**config.mk**
```make
export PLATFORM = sky130hd
export DESIGN_NAME = mem_access_unit_flat
export DESIGN_NICKNAME = d
export VERILOG_FILES = /design/src/rtl/mem_access_unit_if.sv /design/src/rtl/mem_access_unit.sv /design/src/flat_wrapper.sv
export SDC_FILE = /design/constraint.sdc
export NUM_CORES = 1
export LEC_CHECK = 0
export BUFFER_PORTS_ARGS = -buffer_cell sky130_fd_sc_hd__buf_2
export CAP_MARGIN = 40
export CORE_ASPECT_RATIO = 1.25
export CORE_MARGIN = 4
export CORE_UTILIZATION = 44
export CTS_CLUSTER_DIAMETER = 60
export DETAILED_ROUTE_END_ITERATION = 10
export HOLD_SLACK_MARGIN = 0.03
export PLACE_DENSITY_LB_ADDON = 0.05
export SETUP_SLACK_MARGIN = 0.5
export SYNTH_ARGS = -nofsm -noshare
export SYNTH_HDL_FRONTEND = slang
export SYNTH_SLANG_ARGS = --single-unit
export TNS_END_PERCENT = 10
```
**constraint.sdc**
```tcl
create_clock -name clk -period 5.3 [get_ports clk]
set_clock_uncertainty 0.05 [all_clocks]
set_input_delay 1.06 -clock clk [delete_from_list [all_inputs] [get_ports clk]]
set_output_delay 1.06 -clock clk [all_outputs]
set_load 0.05 [all_outputs]
```
**src/rtl/mem_access_unit_if.sv**
```systemverilog
// Request/response channel between the execute stage and the load/store unit.
// The execute stage drives the master side; mem_access_unit takes the slave side.
interface mem_access_unit_if;
  logic        req_valid;
  logic        req_ready;
  logic [5:0]  alucode;
  logic [31:0] addr;
  logic [31:0] wdata;
  logic        resp_valid;
  logic [31:0] resp_data;
  logic        misalign_err;

  modport master (
    output req_valid, alucode, addr, wdata,
    input  req_ready, resp_valid, resp_data, misalign_err
  );

  modport slave (
    input  req_valid, alucode, addr, wdata,
    output req_ready, resp_valid, resp_data, misalign_err
  );
endinterface

```
**src/rtl/mem_access_unit.sv**
```systemverilog
// Load/store unit in front of the word-wide data RAM.
// One request at a time: loads are aligned and extended, sub-word stores use
// read-modify-write, misaligned accesses trap, and the UART address is
// diverted to a byte-wide transmit port.
module mem_access_unit #(
  parameter int          ADDR_W    = 16,
  parameter logic [31:0] UART_ADDR = 32'hf6fff070
) (
  input  logic              clk,
  input  logic              rst,
  mem_access_unit_if.slave  bus,
  output logic [ADDR_W-1:0] ram_addr,
  output logic              ram_we,
  output logic [31:0]       ram_wdata,
  input  logic [31:0]       ram_rdata,
  output logic              uart_we,
  output logic [7:0]        uart_data,
  input  logic              uart_busy
);

  // Operation codes shared with the execute stage.
  localparam logic [5:0] ALU_LB  = 6'h10;
  localparam logic [5:0] ALU_LH  = 6'h11;
  localparam logic [5:0] ALU_LW  = 6'h12;
  localparam logic [5:0] ALU_LBU = 6'h13;
  localparam logic [5:0] ALU_LHU = 6'h14;
  localparam logic [5:0] ALU_SB  = 6'h18;
  localparam logic [5:0] ALU_SH  = 6'h19;
  localparam logic [5:0] ALU_SW  = 6'h1a;

  localparam logic [2:0] S_IDLE      = 3'd0;
  localparam logic [2:0] S_ISSUE     = 3'd1;
  localparam logic [2:0] S_CAPTURE   = 3'd2;
  localparam logic [2:0] S_WRITE     = 3'd3;
  localparam logic [2:0] S_UART_WAIT = 3'd4;

  logic [2:0]  state;
  logic [5:0]  op_q;
  logic [31:0] addr_q;
  logic [31:0] wdata_q;
  logic [31:0] ram_wdata_q;
  logic        resp_valid_q;
  logic [31:0] resp_data_q;
  logic        misalign_q;

  logic        is_load;
  logic        is_store;
  logic        is_half;
  logic        is_word;
  logic        misaligned;
  logic        is_uart;
  logic        accept;

  // Sign/zero-extend the addressed lane of a RAM word.
  function automatic logic [31:0] fmt_load(input logic [5:0]  op,
                                           input logic [1:0]  lane,
                                           input logic [31:0] rd);
    logic [7:0]  b;
    logic [15:0] h;
    b = rd[{lane, 3'b000} +: 8];
    h = rd[{lane[1], 4'b0000} +: 16];
    case (op)
      ALU_LB:  fmt_load = {{24{b[7]}}, b};
      ALU_LBU: fmt_load = {24'b0, b};
      ALU_LH:  fmt_load = {{16{h[15]}}, h};
      ALU_LHU: fmt_load = {16'b0, h};
      default: fmt_load = rd;
    endcase
  endfunction

  // Replace one byte or halfword lane of the old word with store data.
  function automatic logic [31:0] merge_store(input logic        is_byte,
                                              input logic [1:0]  lane,
                                              input logic [31:0] old,
                                              input logic [31:0] wd);
    logic [31:0] r;
    r = old;
    if (is_byte) r[{lane, 3'b000} +: 8] = wd[7:0];
    else         r[{lane[1], 4'b0000} +: 16] = wd[15:0];
    merge_store = r;
  endfunction

  assign is_load    = (op_q == ALU_LB) || (op_q == ALU_LH) || (op_q == ALU_LW) ||
                      (op_q == ALU_LBU) || (op_q == ALU_LHU);
  assign is_store   = (op_q == ALU_SB) || (op_q == ALU_SH) || (op_q == ALU_SW);
  assign is_half    = (op_q == ALU_LH) || (op_q == ALU_LHU) || (op_q == ALU_SH);
  assign is_word    = (op_q == ALU_LW) || (op_q == ALU_SW);
  assign misaligned = (is_half && addr_q[0]) || (is_word && (addr_q[1:0] != 2'b00));
  assign is_uart    = (addr_q == UART_ADDR);

  assign bus.req_ready    = (state == S_IDLE) && !rst;
  assign accept           = bus.req_valid && bus.req_ready;
  assign bus.resp_valid   = resp_valid_q;
  assign bus.resp_data    = resp_data_q;
  assign bus.misalign_err = misalign_q;

  // RAM and UART strobes decode straight from state so an async reset drops them at once.
  assign ram_addr  = addr_q[ADDR_W+1:2];
  assign ram_wdata = ram_wdata_q;
  assign ram_we    = ((state == S_ISSUE) && is_store && is_word && !misaligned && !is_uart) ||
                     (state == S_WRITE);
  assign uart_we   = (state == S_UART_WAIT) && !uart_busy;
  assign uart_data = wdata_q[7:0];

  // Request sequencing: latch on accept, walk the access states, pulse the response.
  // NOTE: the reset branch is in the sensitivity list, so an abandoned RMW or
  // UART transfer is cleared the moment rst rises, not at the next clock.
  always_ff @(posedge clk or posedge rst) begin
    if (rst) begin
      state        <= S_IDLE;
      op_q         <= '0;
      addr_q       <= '0;
      wdata_q      <= '0;
      ram_wdata_q  <= '0;
      resp_valid_q <= 1'b0;
      resp_data_q  <= '0;
      misalign_q   <= 1'b0;
    end else begin
      // NOTE: non-blocking throughout so every branch sees the pre-edge state;
      // these defaults make resp_valid and misalign_err single-cycle pulses.
      resp_valid_q <= 1'b0;
      misalign_q   <= 1'b0;
      case (state)
        S_IDLE: begin
          if (accept) begin
            op_q        <= bus.alucode;
            addr_q      <= bus.addr;
            wdata_q     <= bus.wdata;
            ram_wdata_q <= bus.wdata;
            state       <= S_ISSUE;
          end
        end
        S_ISSUE: begin
          if (!is_load && !is_store) begin
            resp_valid_q <= 1'b1;
            resp_data_q  <= '0;
            state        <= S_IDLE;
          end else if (misaligned) begin
            resp_valid_q <= 1'b1;
            resp_data_q  <= '0;
            misalign_q   <= 1'b1;
            state        <= S_IDLE;
          end else if (is_uart) begin
            if (is_load) begin
              resp_valid_q <= 1'b1;
              resp_data_q  <= {31'b0, uart_busy};
              state        <= S_IDLE;
            end else begin
              state <= S_UART_WAIT;
            end
          end else if (is_load || !is_word) begin
            state <= S_CAPTURE;
          end else begin
            resp_valid_q <= 1'b1;
            resp_data_q  <= '0;
            state        <= S_IDLE;
          end
        end
        S_CAPTURE: begin
          if (is_load) begin
            resp_valid_q <= 1'b1;
            resp_data_q  <= fmt_load(op_q, addr_q[1:0], ram_rdata);
            state        <= S_IDLE;
          end else begin
            ram_wdata_q <= merge_store(op_q == ALU_SB, addr_q[1:0], ram_rdata, wdata_q);
            state       <= S_WRITE;
          end
        end
        S_WRITE: begin
          resp_valid_q <= 1'b1;
          resp_data_q  <= '0;
          state        <= S_IDLE;
        end
        S_UART_WAIT: begin
          if (!uart_busy) begin
            resp_valid_q <= 1'b1;
            resp_data_q  <= '0;
            state        <= S_IDLE;
          end
        end
        default: state <= S_IDLE;
      endcase
    end
  end

endmodule

```
**src/flat_wrapper.sv**
```systemverilog
// flat-port wrapper written by rule: the top's interface ports become plain ports
module mem_access_unit_flat 
#(
  parameter int          ADDR_W    = 16,
  parameter logic [31:0] UART_ADDR = 32'hf6fff070
)
  (clk, rst, ram_addr, ram_we, ram_wdata, ram_rdata, uart_we, uart_data, uart_busy, bus_req_valid, bus_alucode, bus_addr, bus_wdata, bus_req_ready, bus_resp_valid, bus_resp_data, bus_misalign_err);
  mem_access_unit_if bus_i ();
  input  logic clk;
  input  logic rst;
  output logic [ADDR_W-1:0] ram_addr;
  output logic ram_we;
  output logic [31:0] ram_wdata;
  input  logic [31:0] ram_rdata;
  output logic uart_we;
  output logic [7:0] uart_data;
  input  logic uart_busy;
  input wire logic [$bits(bus_i.req_valid)-1:0] bus_req_valid;
  input wire logic [$bits(bus_i.alucode)-1:0] bus_alucode;
  input wire logic [$bits(bus_i.addr)-1:0] bus_addr;
  input wire logic [$bits(bus_i.wdata)-1:0] bus_wdata;
  output wire logic [$bits(bus_i.req_ready)-1:0] bus_req_ready;
  output wire logic [$bits(bus_i.resp_valid)-1:0] bus_resp_valid;
  output wire logic [$bits(bus_i.resp_data)-1:0] bus_resp_data;
  output wire logic [$bits(bus_i.misalign_err)-1:0] bus_misalign_err;
  assign bus_i.req_valid = bus_req_valid;
  assign bus_i.alucode = bus_alucode;
  assign bus_i.addr = bus_addr;
  assign bus_i.wdata = bus_wdata;
  assign bus_req_ready = bus_i.req_ready;
  assign bus_resp_valid = bus_i.resp_valid;
  assign bus_resp_data = bus_i.resp_data;
  assign bus_misalign_err = bus_i.misalign_err;
  mem_access_unit #(.ADDR_W(ADDR_W), .UART_ADDR(UART_ADDR)) u_core (.clk(clk), .rst(rst), .bus(bus_i), .ram_addr(ram_addr), .ram_we(ram_we), .ram_wdata(ram_wdata), .ram_rdata(ram_rdata), .uart_we(uart_we), .uart_data(uart_data), .uart_busy(uart_busy));
endmodule
```
Yosys cells after proc, flatten, opt, wreduce, memory -nomap -nowiden:

Cells that the tools add are included.

* output and inout bits: 93
* register bits: 123
* bits of input ports: 106
* logic and storage cells: 106

* shift-type cells: 6
* muxes and demuxes: 34
* reduce and logical (&&, ||, !) cells: 37
* equal/unequal tests: 19
* add/sub/neg operators: 2

Operators with widths (count)
* $mux W32: 10
* $pmux W32 S4: 2
* $bwmux W32: 2
* $pmux W32 S2: 1
* $eq A6 B5 Y1 const B: 8
* $eq A32 B32 Y1 const B: 1
* $shift A16 B7 Y32 const A: 1
* $shift A8 B7 Y32 const A: 1
* $shiftx A16 B7 Y32: 1
* $shiftx A32 B6 Y16: 1
* $shiftx A32 B6 Y8: 1
* $shiftx A8 B7 Y32: 1
* $mux W3: 6
* $neg A5 Y7: 2
* $logic_or A1 B1 Y1: 12
* $pmux W3 S4: 1
* $logic_and A1 B1 Y1: 10
* $ne A5 B3 Y1 const B: 2
* $mux W1: 9
* $logic_not A1 Y1: 7
* $eq A3 B2 Y1 const B: 2
* $reduce_and A5 Y1: 1
* $mux W2: 2
* $ne A2 B1 Y1 const B: 2
* other kinds (9): 12

Depth between registers and ports, before layout:

* depth in word-level cells: 11
* depth in mapped cells: 11
* mapped depth without buffers: 9

Worst setup path after synthesis:

Ideal clock, no wire load.

* path type: flip-flop to output port
* start: register u_core.addr_q[1]
* end: output port ram_we
* arrival: 2.406 ns
* path buffers: 1
* cell stages (with the launch flop): 9
* path slack: 1.784 ns
* data required time: 4.190 ns
* cell sequence: dfrtp_1 > buf_2 > inv_1 > ha_1 > nor2_1 > a32o_1 > o211ai_1 > nand3_1 > o22ai_1

* cells in the longest elaborated chain, start to end: 7

RTL lines
* start, declared: line mem_access_unit.sv:39 `logic [31:0] addr_q;`
* start signal, assigned: line mem_access_unit.sv:127 `addr_q <= bus.addr;`
* parallel branches: the longest is 5 deep, another holds $eq A32 B32 Y1
* $logic_and A1 B1 Y1 *: line mem_access_unit.sv:100 `assign ram_we = ((state == S_ISSUE) && is_store && is_word && !misaligned && !is_uart) ||`
* $logic_or A1 B1 Y1 *: line mem_access_unit.sv:100
* end, declared: line flat_wrapper.sv:12 `output logic ram_we;`

Mark *: on every way between the ends.

Worst setup path in the final report:

Ends and elaborated chain as after synthesis.

==> impl_metrics.toml <==
[setup_path]
critical-path-top-delay-family = "compound AO/OA/AOI/OAI gates"
critPathMaxFanout = 19
cp_num_buf_inv = 2
cp-end-kind = "primary output"
rrSetupSlack_ns = 2.09
timing.rr.start = "u_core.addr_q[1]"
cp.arrival_ns = 3.04
timing.rr.end = "u_core.bus.resp_data[22]"
cp_slowest_stage_delay_ns = 0.65
critical_path_class = "reg2out"
r2r_cells = 9
cp_data_required_time_ns = 4.19
crit_chain = "inv_1 -> ha_1 -> nor2_1 -> a32o_1 -> o211ai_1 -> nand3_1 -> o22ai_1 -> buf_2"
start_kind = "register"
slowest_stage = "dfrtp_1"

[yosys]
async_flop_share = 1.00
synthFlopType = "dfrtp_1"
avgSynthCellArea_um2 = 10.9
synth_area_mm2 = 0.00645
synth_edf_count = 0
synth_top_cells_by_area = "dfrtp_1 48%, mux2_2 11%, nor2_1 3.9%"
synth_warnings = 0
ys_seq_area_frac = 0.477
synth_cells = 594
syn_nets = 704
synth_top_cell_by_area = "dfrtp_1"
yosysTopAreaCellShare = 0.477
synth_cell_types = 61
ys_ff_latch = 123

[clocking]
clock_sinks = 123
cts_setup_buffers = 0
clk_path_buf_depth = 2
clockRootBuffer = "clkbuf_16"
htreeDepth = 4
cts_hold_buffers = 0
clkTransAtPathRegs_ns = 0.06
cts_inserted_buffers = 17
cts_tree = "yes"
worstSkewPairLatency_ns = 0.41
postCtsResizedCells = 0

[sta]
setup_tns_ns = 0
finalHoldViolations = 0
worst_slew_pin_slew_ns = 0.886
min_period_over_period = 0.784
slew_headroom = 0.409
max_freq_ghz = 0.241
slew_viol_final = 0
finalCriticalPeriod_ns = 4.15
setup_viol = 0
rsz0062_at_grt = "no"
setup_ws_ns = 1.15

[pwr]
p_leak_nw = 3.79
p_total_w = 0.00406
p_per_area_mw_per_mm2 = 509
vdd_drop_max_mv = 0.409

[final_layout]
area_delta_synth_final_pct = 23.8
fin_nets = 867
final_common_cell = "buf_2"
multi_input_area_mm2 = 0.00297
diodes = 0
layout_common_cells = "198 x buf_2, 123 x dfrtp_1, 66 x nor2_1"
instances_no_fill = 945
n_fill_cell = 1323
register_area_mm2 = 0.00308
drive_gt1_frac = 0.433

[outcome]
status = "completed"

[hold_path]
holdCritPathClass = "reg2reg"
hold_end = "u_core.ram_wdata[21]"
hold_path.startpoint = "u_core.ram_wdata[21]"
hold_depth = 2

[route]
route.vias.total = 5409
drc_errors = 0
dr.pass1.iters = 5
via_per_inst = 5.72
drt-total-wl_mm = 19.9
routedWlPerCell_um = 21.1
ant_nets = 0
drt_iter0_drc = 466

[placement]
gp_congestion = 0.869
portBuffers = 198
dp_hpwl_mm = 14.9
dp_slack_ns = 1.65
placed_cells = 916

[floorplan]
die_x_um = 116
core_mm2 = 0.0144
num_rows = 49
die_area_mm2 = 0.0167
io_pins = 199
initial_core_util = 0.448
die_h_um = 143

[grt]
grt.total_usage = 0.239
antenna_found_initial = 0
grt.overflow.total = 0
grt_start_max_net_pins = 63
grt_pass1_vias = 5437
grt_pass1_wl_mm = 30.2

[run]
max_cap_viol_count = 0
==> kinds of logic after synthesis <==
family | count (synthesis) | synth area share
buffers and inverters | 77 | 0.0634
AND/OR/NAND/NOR | 154 | 0.114
flip-flops | 123 | 0.477
AO/OA/AOI/OAI | 151 | 0.170
multiplexers | 84 | 0.166
XOR/XNOR | 1 | 0.00136
adder cells (fa/ha/maj) | 4 | 0.00776
==> per-stage QoR <==
stage | util | cell area (µm²) | hold WS, ns
2_1_floorplan | - | 6450 | 0.420
3_3_place_gp | 0.511 | 7360 | 0.404
3_5_place_dp | 0.514 | 7410 | 0.413
4_1_cts | 0.554 | 7980 | 0.425
5_1_grt | 0.554 | 7980 | 0.438
6_report | 0.554 | 7980 | 0.417
==> area by class of cell <==
| class | instances | share of cell area |
|---|---|---|
| sequential | 123 | 0.386 |
| timing repair buffer | 206 | 0.136 |
| clock buffer | 21 | 0.0564 |
| tap | 178 | 0.0279 |
| clock inverter | 8 | 0.0152 |
| multi-input combinational | 394 | 0.372 |
| inverter | 15 | 0.00768 |
==> synth_stat cells, drive strengths merged (10+ instances only) <==
library cell	count
inv	15
nand3	10
clkbuf	20
a21oi	29
nand2	45
buf	42
dfrtp	123
o22ai	10
nor2	67
o31ai	25
o21ai	27
a221o	24
mux2	75
==> registers in the layout, summed over array words and instances (netlist names) <==
name / cells
u_core.bus.misalign_err: 1
u_core.bus.resp_valid: 1
u_core.addr_q: 32
u_core.state: 3
u_core.wdata_q: 16
u_core.op_q: 6
u_core.ram_wdata: 32
u_core.bus.resp_data: 32
==> how the worst max path moves through the flow <==
stage / from / end / slack, ns / cells after the start
CTS: u_core.addr_q[1] / ram_we / 1.20 / 8
global route: u_core.addr_q[1] / ram_we / 0.95 / 8
floorplan: rst / u_core.addr_q[0] / 0.92 / 1
detailed placement: u_core.addr_q[1] / ram_we / 1.65 / 8
global placement: u_core.addr_q[1] / ram_we / 1.74 / 8
finish: u_core.addr_q[1] / ram_we / 1.15 / 8
==> worst reg2reg max path, delay by kind of cell, from the launching register on <==
kind / cells / cell delay (ns)
AOI/OAI and AO/OA: 3 / 0.87
adders and majority gates: 1 / 0.29
buffers and inverters: 2 / 0.53
DFF: 1 / 0.65
muxes: 1 / 0.37
and+or+nand+nor: 2 / 0.33
==> where the power goes <==
| group | switching, W | total (W) | internal, W |
|---|---|---|---|
| Combinational | 0.00108 | 0.00152 | 0.000443 |
| Clock | 0.000410 | 0.00115 | 0.000741 |
| Sequential | 0.000212 | 0.00139 | 0.00118 |
==> metal layers <==
metal / vias up / GRT usage / part of all wire
met5: - / 0 / 0
met4: 0 / 0.108 / 0.035
met3: 41 / 0.0594 / 0.070
met2: 221 / 0.393 / 0.50
met1: 2646 / 0.296 / 0.40
li1: 2501 / - / -
(Power assumes the default switching activity.)
